File: src/rtl/bit_serializer_pkg.sv
// Shared types and constants for the bit serializer feeding the 1101 sequence detector.
package bit_serializer_pkg;

  typedef enum logic {
    IDLE  = 1'b0,
    SHIFT = 1'b1
  } state_t;

  localparam int unsigned DET_W = 4;
  localparam logic [DET_W-1:0] DET_PATTERN = 4'b1101;

  // Bit-counter width for a given word width (never below 1 bit).
  function automatic int unsigned cnt_width(input int unsigned data_w);
    return (data_w < 2) ? 1 : $clog2(data_w);
  endfunction

endpackage

File: src/rtl/bit_serializer.sv
// Parallel-to-serial feed stage: valid/ready word intake, one registered bit per clock,
// gapless back-to-back words, defined idle level when nothing is being shifted.
module bit_serializer
  import bit_serializer_pkg::*;
#(
  parameter int unsigned DATA_W    = 8,
  parameter bit          MSB_FIRST = 1'b1,
  parameter logic        IDLE_BIT  = 1'b0
) (
  input  logic              clk,
  input  logic              rst,
  input  logic [DATA_W-1:0] din,
  input  logic              din_valid,
  output logic              din_ready,
  output logic              bit_out,
  output logic              bit_valid,
  output logic              frame_start,
  output logic              frame_end,
  output logic [15:0]       words_sent
);

  localparam int unsigned CNT_W = cnt_width(DATA_W);

  state_t              state, state_nx;
  logic [DATA_W-1:0]   sreg, sreg_nx;
  logic [CNT_W-1:0]    cnt, cnt_nx;
  logic                bit_out_nx, bit_valid_nx, frame_start_nx, frame_end_nx;

  logic                last_bit;
  logic                accept;
  logic                load_bit;
  logic [DATA_W-1:0]   load_rest;
  logic                shift_bit;
  logic [DATA_W-1:0]   shift_rest;

  assign last_bit  = (state == SHIFT) && (cnt == CNT_W'(DATA_W - 1));
  assign din_ready = (state == IDLE) || last_bit;
  assign accept    = din_valid && din_ready;

  // Bit ordering: sreg always presents the next outgoing bit at the shift end.
  assign load_bit   = MSB_FIRST ? din[DATA_W-1] : din[0];
  assign load_rest  = MSB_FIRST ? {din[DATA_W-2:0], 1'b0} : {1'b0, din[DATA_W-1:1]};
  assign shift_bit  = MSB_FIRST ? sreg[DATA_W-1] : sreg[0];
  assign shift_rest = MSB_FIRST ? {sreg[DATA_W-2:0], 1'b0} : {1'b0, sreg[DATA_W-1:1]};

  always_ff @(posedge clk or negedge rst) begin
    if (!rst) begin
      state       <= IDLE;
      sreg        <= '0;
      cnt         <= '0;
      bit_out     <= IDLE_BIT;
      bit_valid   <= 1'b0;
      frame_start <= 1'b0;
      frame_end   <= 1'b0;
    end else begin
      state       <= state_nx;
      sreg        <= sreg_nx;
      cnt         <= cnt_nx;
      bit_out     <= bit_out_nx;
      bit_valid   <= bit_valid_nx;
      frame_start <= frame_start_nx;
      frame_end   <= frame_end_nx;
    end
  end

  always_comb begin
    state_nx       = state;
    sreg_nx        = sreg;
    cnt_nx         = cnt;
    bit_out_nx     = IDLE_BIT;
    bit_valid_nx   = 1'b0;
    frame_start_nx = 1'b0;
    frame_end_nx   = 1'b0;

    unique case (state)
      IDLE: begin
        if (accept) begin
          state_nx       = SHIFT;
          cnt_nx         = '0;
          sreg_nx        = load_rest;
          bit_out_nx     = load_bit;
          bit_valid_nx   = 1'b1;
          frame_start_nx = 1'b1;
        end
      end
      SHIFT: begin
        if (!last_bit) begin
          cnt_nx       = cnt + CNT_W'(1);
          sreg_nx      = shift_rest;
          bit_out_nx   = shift_bit;
          bit_valid_nx = 1'b1;
          frame_end_nx = (cnt == CNT_W'(DATA_W - 2));
        end else if (accept) begin
          // Reload straight from the last bit: no idle fill between words.
          cnt_nx         = '0;
          sreg_nx        = load_rest;
          bit_out_nx     = load_bit;
          bit_valid_nx   = 1'b1;
          frame_start_nx = 1'b1;
        end else begin
          state_nx = IDLE;
          cnt_nx   = '0;
        end
      end
    endcase
  end

  always_ff @(posedge clk or negedge rst) begin
    if (!rst) begin
      words_sent <= '0;
    end else if (last_bit) begin
      words_sent <= words_sent + 16'd1;
    end
  end

endmodule

File: config.mk
export PLATFORM = sky130hd
export DESIGN_NAME = bit_serializer
export DESIGN_NICKNAME = d
export VERILOG_FILES = /design/src/rtl/bit_serializer_pkg.sv /design/src/rtl/bit_serializer.sv
export SDC_FILE = /design/constraint.sdc
export NUM_CORES = 1
export LEC_CHECK = 0
export BUFFER_PORTS_ARGS = -buffer_cell sky130_fd_sc_hd__buf_2
export CAP_MARGIN = 20
export CORE_MARGIN = 5
export CORE_UTILIZATION = 49
export CTS_BUF_LIST = sky130_fd_sc_hd__clkbuf_4
export CTS_CLUSTER_DIAMETER = 40
export DETAILED_ROUTE_END_ITERATION = 16
export HOLD_SLACK_MARGIN = 0.15
export PLACE_DENSITY = 0.88
export REMOVE_ABC_BUFFERS = 1
export SYNTH_ARGS = -nofsm -noshare
export SYNTH_HDL_FRONTEND = slang
export SYNTH_SLANG_ARGS = --single-unit
export TNS_END_PERCENT = 100
File: constraint.sdc
create_clock -name clk -period 1.36 [get_ports clk]
set_input_delay 0.204 -clock clk [delete_from_list [all_inputs] [get_ports clk]]
set_output_delay 0.204 -clock clk [all_outputs]
set_load 0.1 [all_outputs]
After elaboration in Yosys (flattened, before gate mapping). Cells that the tools add are included.

Register bits after elaboration: 31. Latch bits: 0. RAM bits: 0. ROM bits: 0. Bits of input ports: 11. Output and inout bits: 21. Word-level logic and storage cells: 32. Memories kept: 0.

Add/sub/neg operators: 2. Multipliers: 0. Divide/modulo/power cells: 0. Magnitude comparators: 0. Eq/ne operators: 3. Shift operators: 0. Muxes and demuxes: 16. Bitwise logic cells: 1. Reductions and logical operators: 3.

Operators with widths (count): 16-bit by 1-bit adder with 16-bit output (second input constant) (1); 8-bit two-way mux (2); 8-bit case mux with 2 select lines (1); 1-bit two-way mux (7); 3-bit equality test (second input constant) (2); 3-bit two-way mux (2); 1-bit case mux with 2 select lines (3); 3-bit case mux with 2 select lines (1); 3-bit by 1-bit adder with 3-bit output (second input constant) (1); 1-bit logical AND (2); 2-bit inequality test (second input constant) (1); 1-bit logical OR (1); 1-bit inverter (1).

Longest topological paths before layout. Gate-level depths: netlist of the first run.

Depth after elaboration: 7. Mapped depth: 6. Gate-level depth less buffers: 6.

Worst setup path before layout of the first run. Ideal clock, no wire load.

Kind: register to output. From: register state. To: output din_ready. Data arrival time: 1.855 ns. Path slack: -0.699 ns. Cell stages (with the launch flop): 5. Cells stage by stage: dfrtp_1 > inv_1 > nor2_1 > buf_2 > inv_1.

Cells in the longest elaborated chain, start to end: 2. Elaborated cells on any way between the ends: 3. Those cells by class: bitwise (1); reduce/logical (2).

Ends and longest elaborated chain: start: declaration (line bit_serializer.sv:24) `state_t state, state_nx;`; start signal: assignment (line bit_serializer.sv:56) `state <= state_nx;`; 1-bit logical AND / 1-bit inverter (equally long branches); 1-bit logical OR (*) (line bit_serializer.sv:37) `assign din_ready = (state == IDLE) || last_bit;`; end: declaration (line bit_serializer.sv:14) `output logic din_ready,`.

Mark *: on every way between the ends. The rest lies on a longest branch, timed or not.

Worst setup path in the final report of the first run.
From: register cnt[0]. To: output din_ready.

Cells in the longest elaborated chain, start to end: 3.

Ends and longest elaborated chain: start: declaration (line bit_serializer.sv:26) `logic [CNT_W-1:0] cnt, cnt_nx;`; start signal: assignment (line bit_serializer.sv:58) `cnt <= cnt_nx;`; 3-bit equality test (line bit_serializer.sv:36) `assign last_bit = (state == SHIFT) && (cnt == CNT_W'(DATA_W - 1));`; 1-bit logical AND (line bit_serializer.sv:36); 1-bit logical OR (line bit_serializer.sv:37).

Every way passes these cells.

==> out/qor.yml, run 1 <==
io_buffers: 31
crit_chain: "ha_2 -> ha_4 -> nor2_4 -> inv_2 -> buf_12"
crit_path_start_kind: "flip-flop"
critPathKind: "flip-flop to output port"
clock_skew_ps: 7.66
antenna_found_initial: 0
grt.overflow.total: 0
required_ps: 1160
stdcell_area_sq_um: 2000
finalHoldViolCount: 0
first_global_vias: 1128
cp_slowest_stage_delay_ps: 400
syn_inst: 123
cts_sinks: 31
placed_cell_area_sq_um: 1740
grt_setup_unrepaired: "yes"
final_common_cell: "dfrtp_1"
tightest_slew_ps: 489
place.gp.congestion: 0.774
ys_ff_latch: 31
finalMaxSlewViolations: 0
startpoint: "cnt[0]$_DFFE_PN0P_"
ys_warn_count: 0
io-pin-count: 32
period_share_pct: 119
utilization_pct: 73.9
die_area_sq_um: 3940
cp.arrival_ps: 1420
insertion_delay_ps: 330
coreArea_sq_um: 2710
dp.cells: 195
rows: 19
root_buffer: "clkbuf_4"
fin_ws_ps: -264
slowest_stage: "dfrtp_1"
p_leak_nw: 0.998
synth_area_sq_um: 1360
failed_checks: "setup timing"
diodes: 0
vias: 1079
cp-end-kind: "output port"
detail-route-antenna-nets: 0
cts_tree: "yes"
drive_above_1_share_pct: 44.1
clockBufferDepth: 2
routedWlPerCell_um: 14.8
drtPass1Iterations: 4
syn2layout_area_growth_pct: 46.9
min_from: "din[2]"
syn_avg_cell_area_sq_um: 11.1
final_cells: 208
die_h_um: 62.7
place_ws_ps: -247
cts_made_buffers: 5
via_per_inst: 5.19
initial_core_util_pct: 50.3
maxCapViolations: 0
status: "complete, but fails checks"
drt_iter0_drc: 28
grt_start_max_net_pins: 32
ir_drop_mv: 1.59
layout.nets: 192
ys_seq_area_share_pct: 56.9
relSlewSlack_pct: 67.6
fmax_ghz: 0.616
clk_pin_slew_ps: 90
finalWirelength_um: 3080
finalSetupViolations: 18
dpl.hpwl_um: 2060
drc: 0
grt_pass1_wl_um: 4910
crit_fanout: 3
grt_usage_pct: 16.1
period_minus_slack_ps: 1620
cts-htree-levels: 2
p_total_w: 0.00380
fp.dieW_um: 62.7
regToRegStartpoint: "cnt[0]$_DFFE_PN0P_"
synth.distinct_cells: 22
hp-class: "input pin to flip-flop"
power.density_nw_per_um2: 1900
final_cell_mix: "30 x dfrtp_1, 22 x buf_4, 17 x nand2_1"
[where the power goes]
group | internal, W | total, W | switching [W]
sequential | 0.00113 | 0.00129 | 0.000158
clock | 0.000183 | 0.000487 | 0.000305
combinational | 0.000752 | 0.00202 | 0.00127
total | 0.00207 | 0.00380 | 0.00173
[layer usage]
layer	track usage, %	wire, um
met1	16.3	1140
met2	28.9	1630
met3	7.19	240
met4	5.57	68
met5	0	0
[area by class of cell]
class                           instances  area (sq um)
Clock inverter                          2          8.76
Timing Repair Buffer                   50           463
Tap cell                               31          38.8
Clock buffer                            5          37.5
Sequential cell                        31           777
Inverter                                6          25.0
Fill cell                             185           708
Multi-Input combinational cell         83           652
[final timing paths]
kind	cells after the start	slack, ps	to
setup / recovery	5	-260	din_ready
min in group asynchronous	3	410	words_sent[6]$_DFFE_PN0P_
hold reg to reg	1	490	words_sent[15]$_DFFE_PN0P_
max in group asynchronous	3	650	state$_DFF_PN0_
hold / removal	3	160	sreg[3]$_DFF_PN0_
setup reg to reg	7	-220	words_sent[13]$_DFFE_PN0P_
[logic make-up (layout without fill, tap and decap cells)]
group	Yosys count	in the layout	synth area share [%]
xor gates and xnor gates	15	15	9.64
AOI/OAI and AO/OA	11	11	4.22
adders and majority gates	4	4	3.67
and+or+nand+nor	45	45	16.8
muxes	8	8	5.97
DFF	31	31	56.9
buffers and inverters	9	63	2.75
[sequential cells by signal, summed over array words and instances, names as in the netlist]
signal and cells:
frame_end 1, sreg 8, bit_out 1, frame_start 1, words_sent 16, cnt 3
state 1
[synth_stat cells]
master,number,area [sq um]
dfrtp_1,31,776
nand2_1,20,75.1
xnor2_1,12,105
o21ai_0,10,50.1
nor2_1,8,30.0
mux2i_1,7,70.1
inv_1,6,22.5
nand3_1,5,25.0
ha_1,4,50.1
buf_2,3,15.0
nand4_1,3,18.8
xor2_1,3,26.3
nand3_2,2,20.0
and2_1,1,6.26
and3_1,1,6.26
mux2_2,1,11.3
nor2b_1,1,6.26
nor3_4,1,16.3
nor4_2,1,12.5
o31ai_1,1,7.51
or2_2,1,6.26
or3_1,1,6.26
[metrics by stage]
step | setup TNS (ps) | hold slack [ps]
floorplan | -17970 | -91.6
global placement | -1290 | 226
detailed placement | -3380 | 239
CTS | -2250 | 161
global route | -4580 | 147
finish | -2710 | 161
[timing repair]
| action | in CTS | in global routing |
|---|---|---|
| endpoints found under the hold margin | 32 | 0 |
| endpoints found under the setup margin | 36 | 27 |
| hold buffers | 2 | 0 |
| pin swaps | 8 | 7 |
| gates resized for setup | 32 | 12 |
| buffers inserted | 2 | 2 |
[critical path: cells and delay by family, from the launching register on]
kind | cells | cell delay (ps)
adders and majority gates | 2 | 380
buffers and inverters | 2 | 210
DFF | 1 | 400
and+or+nand+nor | 1 | 100
Power figures use the tool's default switching activity.
==> run 2: changes to the inputs <==
CORE_UTILIZATION = 40   (was 49)
PLACE_DENSITY = 0.76   (was 0.88)
==> run 2 against run 1 <==
  * The run still ends with setup timing left
  * Sequential share of layout area down 3.5 points
  * Die area up 19%
  * Sequential cell count unchanged
  * Worst setup slack worse by 68 ps
  * Critical path depth up 2
  * Clock-buffer cell count unchanged
  * Final cell count up 13%
  * Sequential power about the same
  * Clock skew down 1.5 ps
  * Power up 10%
  * Largest cell class unchanged
==> out/qor.yml, run 2 (synthesis gave the netlist of run 1 again) <==
crit_path_start_kind: "flip-flop"
required_ps: 1600  # +440 ps
clock_power_share_pct: 17.0  # +4.2 points
holdWs_ps: 167  # +6.03 ps
failed_checks: "setup timing"
die_h_um: 68.4  # +9.0%
period_minus_slack_ps: 1690  # +68.3 ps
p_leak_nw: 1.09  # +9.6%
die_area_sq_um: 4670  # +19%
finalWirelength_um: 3640  # +18%
layout.nets: 203  # +5.7%
cts_tree: "yes"
grt_start_max_net_pins: 20  # -38%
fp.dieW_um: 68.4  # +9.0%
vias: 1124  # +4.2%
io_buffers: 31  # unchanged
power.density_nw_per_um2: 1900  # +0.18%
initial_core_util_pct: 41.2  # -9.1 points
io-pin-count: 32  # unchanged
drtPass1Iterations: 4  # unchanged
drt_iter0_drc: 48  # +71%
grt_pass1_wl_um: 5750  # +17%
drc: 0  # unchanged
coreArea_sq_um: 3310  # +22%
antenna_found_initial: 0  # unchanged
clockBufferDepth: 2  # unchanged
swShare_pct: 43.4  # -2.1 points
finalSetupViolations: 18  # unchanged
fin_ws_ps: -333  # -68.3 ps
dpl.hpwl_um: 2290  # +11%
via_per_inst: 4.78  # -7.8%
detail-route-antenna-nets: 0  # unchanged
place.gp.congestion: 0.804  # +3.8%
num-fill-cells: 267  # +44%
stdcell_area_sq_um: 2200  # +9.9%
ir_drop_mv: 1.22  # -23%
tightest_slew_ps: 488  # -1.22 ps
fmax_ghz: 0.591  # -4.0%
regMostFlops: "words_sent"
p_sw_w: 0.00182  # +4.9%
routedWlPerCell_um: 15.5  # +4.6%
clock_skew_ps: 6.20  # -1.46 ps
status: "complete, but fails checks"
finalMaxSlewViolations: 0  # unchanged
crit_fanout: 4  # +1
cts_sinks: 31  # unchanged
seqPwrFrac_pct: 30.8  # -3.2 points
root_buffer: "clkbuf_4"
maxCapViolations: 0  # unchanged
syn2layout_area_growth_pct: 61.4
insertion_delay_ps: 340  # about the same
cts-htree-levels: 2  # unchanged
relSlewSlack_pct: 67.7  # +0.081 points
largest_reg_flops: 16  # unchanged
rows: 21  # +2
cts_made_buffers: 5  # unchanged
grt_setup_unrepaired: "yes"
period_share_pct: 124  # +5.0 points
finalHoldViolCount: 0  # unchanged
reg.largest.list: "words_sent (16), sreg (8), cnt (3)"
drive_above_1_share_pct: 47.6  # +3.6 points
diodes: 0  # unchanged
final_common_cell: "dfrtp_1"
grt.overflow.total: 0  # unchanged
cp.arrival_ps: 1930  # +510 ps
final_cell_mix: "31 x dfrtp_1, 25 x buf_4, 15 x nand2_1"
placed_cell_area_sq_um: 1810  # +3.5%
grt_usage_pct: 17.5  # +1.4 points
critPathKind: "flip-flop to flip-flop"
first_global_vias: 1204  # +6.7%
clk_pin_slew_ps: 100  # about the same
p_comb_share_pct: 52.2  # -1.0 points
cp-end-kind: "flip-flop"
hp-class: "input pin to flip-flop"
internal_power_w: 0.00237  # +14%
-- run 2: final cells by class --
cell class                 count  area, sq um  share of cell area (%)
clock buffer                   5         37.5                    1.71
tap                           46         57.6                    2.62
clock inverter                 3         38.8                    1.76
inverter                       6         22.5                    1.02
multi-input combinational     83          672                    30.5
sequential                    31          776                    35.3
timing repair buffer          61          596                    27.1
-- run 2: layer usage --
layer,wire length (um),track usage [%]
met3,252,7.06
met1,1300,18.0
met4,72,5.96
met2,2020,31.9
met5,0,0
-- run 2: path summary, 6_finish.rpt --
path                                             from                         end  slack (ps)  cells past startpoint
setup / recovery                   cnt[1]$_DFFE_PN0P_  words_sent[15]$_DFFE_PN0P_        -330                      7
hold / removal                                 din[1]           sreg[2]$_DFF_PN0_         170                      3
setup reg to reg                   cnt[1]$_DFFE_PN0P_  words_sent[15]$_DFFE_PN0P_        -330                      7
hold reg to reg            words_sent[15]$_DFFE_PN0P_  words_sent[15]$_DFFE_PN0P_         490                      1
max in group asynchronous                         rst           sreg[7]$_DFF_PN0_         630                      3
min in group asynchronous                         rst   words_sent[4]$_DFFE_PN0P_         310                      2
-- run 2: worst max-delay path, cell delays in order (launching register included) --
cell     delay, ps
dfrtp_1        380
ha_2           210
ha_4           170
buf_6          100
nand4_1        200
nor2_2         240
nand4_1        140
xnor2_1        150
-- run 2: timing repair --
action,in CTS,in global routing
resized for setup,40,13
endpoints found under the hold margin,33,0
buffers inserted,6,7
hold buffers,3,0
pin swaps,11,13
endpoints found under the setup margin,37,31
-- run 2: through the flow --
step	cells	setup TNS, ps	total power, W	util (%)	worst slack [ps]
2_1_floorplan	120	-17970	0.00241	-	-1210
3_3_place_gp	212	-1260	0.00301	54.5	-116
3_5_place_dp	212	-3710	0.00309	54.5	-262
4_1_cts	229	-3370	0.00406	63.6	-295
5_1_grt	235	-5300	0.00441	66.4	-405
6_report	235	-4100	0.00418	66.4	-333
-- run 2: power by group through the flow --
stage          Combinational [W]  Clock, W  Sequential (W)
6_report                 0.00218  0.000710         0.00129
5_1_grt                  0.00232  0.000778         0.00132
3_5_place_dp             0.00180         0         0.00130
3_3_place_gp             0.00174         0         0.00127
2_1_floorplan           0.000490         0         0.00192
4_1_cts                  0.00205  0.000718         0.00129
